## config.mk

```make
export PLATFORM = sky130hd
export DESIGN_NAME = operand_loader_seq
export DESIGN_NICKNAME = d
export VERILOG_FILES = /design/src/rtl/operand_loader_seq.sv
export SDC_FILE = /design/constraint.sdc
export NUM_CORES = 1
export LEC_CHECK = 0
export CORE_ASPECT_RATIO = 0.8
export CORE_MARGIN = 8
export CORE_UTILIZATION = 49
export CTS_BUF_LIST = sky130_fd_sc_hd__clkbuf_16
export DETAILED_ROUTE_END_ITERATION = 10
export PLACE_DENSITY = 0.91
export RECOVER_POWER = 100
export SKIP_CTS_REPAIR_TIMING = 1
export SLEW_MARGIN = 0
export SYNTH_ARGS = -nofsm -noshare
export SYNTH_HDL_FRONTEND = slang
export SYNTH_SLANG_ARGS = --single-unit
export TNS_END_PERCENT = 10
```

## constraint.sdc

```tcl
create_clock -name CLOCK_50 -period 3.1 [get_ports CLOCK_50]
set_input_delay 0.465 -clock CLOCK_50 [delete_from_list [all_inputs] [get_ports CLOCK_50]]
set_output_delay 0.465 -clock CLOCK_50 [all_outputs]
set_load 0.01 [all_outputs]
```

## src/rtl/operand_loader_seq.sv

```systemverilog
// Operand-entry sequencer: captures NUM_OPS switch operands one KEY press at a
// time, then runs a start/done handshake with a compute core and times it.
module operand_loader_seq #(
  parameter int WIDTH   = 16,
  parameter int NUM_OPS = 4,
  parameter int IDX_W   = 2,
  parameter int CNT_W   = 24
) (
  input  logic                     CLOCK_50,
  input  logic                     rst,
  input  logic [WIDTH-1:0]         sw_data,
  input  logic                     key_next,
  input  logic                     key_restart,
  input  logic                     key_sel,
  input  logic [WIDTH-1:0]         res_g,
  input  logic [WIDTH-1:0]         res_h,
  input  logic                     done_in,
  output logic [NUM_OPS*WIDTH-1:0] operands,
  output logic                     start,
  output logic                     busy,
  output logic                     done_out,
  output logic [IDX_W-1:0]         load_idx,
  output logic [NUM_OPS-1:0]       progress,
  output logic [CNT_W-1:0]         lat_count,
  output logic [WIDTH-1:0]         disp,
  output logic [2:0]               dbg_state_o
);

  typedef enum logic [2:0] {
    ST_WAIT    = 3'd0,
    ST_CAPTURE = 3'd1,
    ST_RELEASE = 3'd2,
    ST_EXECUTE = 3'd3,
    ST_DONE    = 3'd4
  } state_t;

  state_t                   state_q;
  logic [NUM_OPS*WIDTH-1:0] operands_q;
  logic [IDX_W-1:0]         load_idx_q;
  logic [NUM_OPS-1:0]       progress_q;
  logic [CNT_W-1:0]         lat_count_q;
  logic [WIDTH-1:0]         disp_q;
  logic [WIDTH-1:0]         disp_d;

  // Handshake: start is held high for every EXECUTE cycle; the core raises
  // done_in when finished and start falls on the following cycle (DONE).
  assign start       = (state_q == ST_EXECUTE);
  assign busy        = (state_q == ST_EXECUTE);
  assign done_out    = (state_q == ST_DONE);
  assign operands    = operands_q;
  assign load_idx    = load_idx_q;
  assign progress    = progress_q;
  assign lat_count   = lat_count_q;
  assign disp        = disp_q;
  assign dbg_state_o = state_q;

  assign disp_d = key_sel ? res_g : res_h;

  always_ff @(posedge CLOCK_50 or negedge rst) begin
    if (!rst) begin
      state_q     <= ST_WAIT;
      operands_q  <= '0;
      load_idx_q  <= '0;
      progress_q  <= '0;
      lat_count_q <= '0;
      disp_q      <= '0;
    end else begin
      disp_q <= disp_d;
      case (state_q)
        ST_WAIT: begin
          if (!key_next) state_q <= ST_CAPTURE;
        end
        ST_CAPTURE: begin
          operands_q[int'(load_idx_q)*WIDTH +: WIDTH] <= sw_data;
          progress_q[load_idx_q]                      <= 1'b1;
          state_q                                     <= ST_RELEASE;
        end
        ST_RELEASE: begin
          // Waiting for key release makes one press capture exactly one operand.
          if (key_next) begin
            if (load_idx_q == IDX_W'(NUM_OPS-1)) begin
              load_idx_q  <= '0;
              lat_count_q <= '0;
              state_q     <= ST_EXECUTE;
            end else begin
              load_idx_q <= load_idx_q + IDX_W'(1);
              state_q    <= ST_WAIT;
            end
          end
        end
        ST_EXECUTE: begin
          if (done_in) begin
            state_q <= ST_DONE;
          end else if (lat_count_q != {CNT_W{1'b1}}) begin
            lat_count_q <= lat_count_q + CNT_W'(1);
          end
        end
        ST_DONE: begin
          if (!key_restart) begin
            progress_q <= '0;
            load_idx_q <= '0;
            state_q    <= ST_WAIT;
          end
        end
        default: state_q <= ST_WAIT;
      endcase
    end
  end

endmodule

```

==> flow_summary.ini <==
[pwr]
power.share.sequential_pct = 34.4
p_total_mw = 6.44
switching_share_pct = 33.2
power_leakage_nw = 3.39
netSwitchingPower_mw = 2.14
power.share.combinational_pct = 33.5
vdd.ir_drop.worst_mv = 0.527
power.internal_mw = 4.30
clock_power_share_pct = 32.1
cellPowerDensity_nw_per_um2 = 861

[critical_path]
cp_slowest_stage_delay_ns = 0.64
cp-end-kind = output port
r2r_setup_slack_ns = 0.54
worstPathArrival_ns = 2.17
cp_data_required_time_ns = 2.63
cp_cell_sequence = nand3b_1, inv_1, dlygate4sd3_1
critPathSlowestCell = sky130_fd_sc_hd__dlygate4sd3_1
critical_path_type = reg -> out
worst-path-max-fanout = 12
timing.critical_path.from_type = flip-flop

[global_routing]
grt_remaining_overflow = 0
vias_in_the_first_global_route = 4599
grt_start_max_net_pins = 114
grt_antenna_before_repair = 0
global_route.usage.total_pct = 22.9
first_pass_grt_wire_length_um = 24600

[hold_path]
worst_hold_path_type = in -> async

[clock_network]
cts.path.max_buffers = 2
ctsHtreeMaxLevel = 4
cts_buffers = 17
clockRootBuffer = sky130_fd_sc_hd__clkbuf_16
tritoncts = done
clkSlewWorstSetupHoldPaths_ns = 0.05
tritoncts_num_sinks = 113
worstSkewPairLatency_ns = 0.40

[timing]
final-hold-violation-count = 0
fmax_mhz = 380
timing_worst_slew_pin_value_ns = 0.890
timing.final.setup_violations = 0
fin_setup_tns_ns = 0
final_period_minus_worst_setup_slack_ns = 2.63
relative_slew_slack_pct = 40.5
slew_limit_fails = 0
worst_clock_skew_ns = 0.00962
grt_setup_unrepaired = false
post-route-period-util_pct = 84.9

[detailed_routing]
total_via_count_after_detailed_routing = 4557
viasPerCell = 5.41
drt_iter0_drc = 367
firstDrtPassIters = 5
drt-wirelength-per-cell_um = 18.4
drt-total-wl_um = 15500
drc_violations = 0
postRouteAntennaNets = 0

[cells_and_area]
flow.area_growth_from_synthesis_pct = 47.6
fin_nets = 753
finish.utilization_pct = 73.6
fillerInstances = 766
fin_cells = 843
num_antenna_cells = 0
drive_above_1_share_pct = 7.97

[floorplanning]
top_level_port_count = 170
initial_standard_cell_utilization_of_the_core_pct = 49.9
fp.coreArea_um2 = 10200
die_y_um = 107
die_area_um2 = 13900
rows = 33
die_w_um = 130

[placement]
gp_congestion = 0.944
placedCellCount = 811
dp.final_hpwl_um = 11600
buffer_ports.inserted = 169

[yosys]
syn_std_cell_area_um2 = 5070
yosys.cell_types.count = 46
synth-main-ff-cell = sky130_fd_sc_hd__dfrtp_1
synth-seq-area-share_pct = 55.8
synthesis.nets = 585
ys.warnings.count = 0
syn-instance-count = 522
synth.avg_cell_area_um2 = 9.71
post_synth_edffs = 0
synth-seq-cells = 113
async_reset_ff_share_pct = 100

[run]
drv_cap = 0

[run_status]
result_of_the_run = finished, final reports clean
## synthesized netlist by cell type (2+ instances only)
master                      instances  area, µm²
sky130_fd_sc_hd__nand2_1          148        556
sky130_fd_sc_hd__and4_1             3       26.3
sky130_fd_sc_hd__nor2b_1            5       31.3
sky130_fd_sc_hd__nor4_1             4       25.0
sky130_fd_sc_hd__buf_4              2       15.0
sky130_fd_sc_hd__o31ai_1            6       45.0
sky130_fd_sc_hd__xnor2_1           10       87.6
sky130_fd_sc_hd__xor2_1             2       17.5
sky130_fd_sc_hd__nand3_1            8       40.0
sky130_fd_sc_hd__nand4_1            6       37.5
sky130_fd_sc_hd__buf_6              2       22.5
sky130_fd_sc_hd__buf_2              4       20.0
sky130_fd_sc_hd__or4_1              7       52.6
sky130_fd_sc_hd__dfrtp_1          113       2830
sky130_fd_sc_hd__a211oi_1           4       30.0
sky130_fd_sc_hd__nand2b_1           2       12.5
sky130_fd_sc_hd__and3_1             3       18.8
sky130_fd_sc_hd__or3_1              5       31.3
sky130_fd_sc_hd__clkbuf_1          18       67.6
sky130_fd_sc_hd__o211ai_1           3       22.5
sky130_fd_sc_hd__nor2_1            17       63.8
sky130_fd_sc_hd__inv_1              5       18.8
sky130_fd_sc_hd__nor3_1             3       15.0
sky130_fd_sc_hd__a21oi_1           13       65.1
sky130_fd_sc_hd__o21ai_1            2       10.0
sky130_fd_sc_hd__ha_1               9        113
sky130_fd_sc_hd__buf_1              2       7.51
sky130_fd_sc_hd__mux2_2            17        191
sky130_fd_sc_hd__and2_1             2       12.5
sky130_fd_sc_hd__o2111ai_1          2       17.5
sky130_fd_sc_hd__o21ai_0           77        385
sky130_fd_sc_hd__nor3b_1            4       30.0
## registers in the layout (all words and copies together), names as in the netlist
signal       cells
lat_count       24
disp            16
load_idx         2
dbg_state_o      3
operands        64
progress         4
## power by group through the flow
stage	logic [mW]	clock network (mW)	registers, mW
2_1_floorplan	0.832	0	2.38
3_5_place_dp	2.33	0	2.26
3_3_place_gp	2.24	0	2.23
4_1_cts	2.35	2.09	2.24
6_report	2.16	2.06	2.22
5_1_grt	2.37	2.17	2.27
## cell families (layout without fill, tap and decap cells)
group	Yosys count	in the layout	share of synthesized area, %
xor gates and xnor gates	12	12	2.07
adders and majority gates	9	9	2.22
AOI/OAI and AO/OA	113	113	12.5
DFF	113	113	55.8
muxes	18	18	3.98
buffers and inverters	33	214	2.99
and+or+nand+nor	224	224	20.4
## stage by stage
stage / hold slack (ns) / cell area, µm² / worst slack, ns
6_report: 0.214 / 7480 / 0.468
2_1_floorplan: 0.169 / 5070 / 1.01
5_1_grt: 0.257 / 7480 / 0.318
4_1_cts: 0.173 / 7500 / 0.594
3_5_place_dp: 0.470 / 6870 / 0.642
3_3_place_gp: 0.464 / 6870 / 0.743
## worst paths after layout
path | startpoint | cells past startpoint | endpoint
worst max-delay path | dbg_state_o[2] | 3 | busy
worst min-delay path | rst | 2 | operands[24]
worst max register to register | dbg_state_o[2] | 6 | lat_count[0]
worst min register to register | operands[14] | 2 | operands[14]
max in group asynchronous | rst | 2 | operands[53]
min in group CLOCK_50 | operands[14] | 2 | operands[14]
## per-layer routing
layer / vias up / share of wire (%) / track usage [%]
li1: 2130 / - / -
met1: 2203 / 41 / 28.4
met2: 195 / 50 / 37.1
met3: 29 / 7.1 / 6.30
met4: 0 / 2.4 / 9.84
met5: - / 0 / 0
## critical path, delay by kind of cell, from the launching register on
| kind | cells | cell delay, ns |
|---|---|---|
| buffers and inverters | 2 | 0.86 |
| flip-flops | 1 | 0.49 |
| AND/OR/NAND/NOR | 1 | 0.41 |
## cell usage in the layout (no fill, tap or decap), types with 4 or more instances in the layout
cell type and instances:
sky130_fd_sc_hd__nand2_1 148, sky130_fd_sc_hd__dlygate4sd3_1 117, sky130_fd_sc_hd__dfrtp_1 113, sky130_fd_sc_hd__o21ai_0 79
sky130_fd_sc_hd__clkdlybuf4s50_1 51, sky130_fd_sc_hd__nor2_1 17, sky130_fd_sc_hd__clkbuf_16 17, sky130_fd_sc_hd__mux2_2 16
sky130_fd_sc_hd__a21oi_1 13, sky130_fd_sc_hd__xnor2_1 10, sky130_fd_sc_hd__ha_1 9, sky130_fd_sc_hd__inv_1 8
sky130_fd_sc_hd__nand3_1 8, sky130_fd_sc_hd__or4_1 7, sky130_fd_sc_hd__buf_4 7, sky130_fd_sc_hd__nand4_1 6
sky130_fd_sc_hd__o31ai_1 6, sky130_fd_sc_hd__nor2b_1 5, sky130_fd_sc_hd__or3_1 5, sky130_fd_sc_hd__bufinv_16 5
sky130_fd_sc_hd__nor3b_1 4, sky130_fd_sc_hd__nor4_1 4, sky130_fd_sc_hd__a211oi_1 4, sky130_fd_sc_hd__clkinv_2 4
## cell type report
type | count | area [µm²] | share of cell area (%)
Sequential cell | 113 | 2830 | 37.8
Clock inverter | 15 | 200 | 2.68
Inverter | 5 | 18.8 | 0.251
Tap cell | 140 | 175 | 2.34
Timing Repair Buffer | 177 | 1760 | 23.5
Clock buffer | 17 | 425 | 5.69
Multi-Input combinational cell | 376 | 2070 | 27.7
Note: power is estimated with default switching activity, not from simulation.
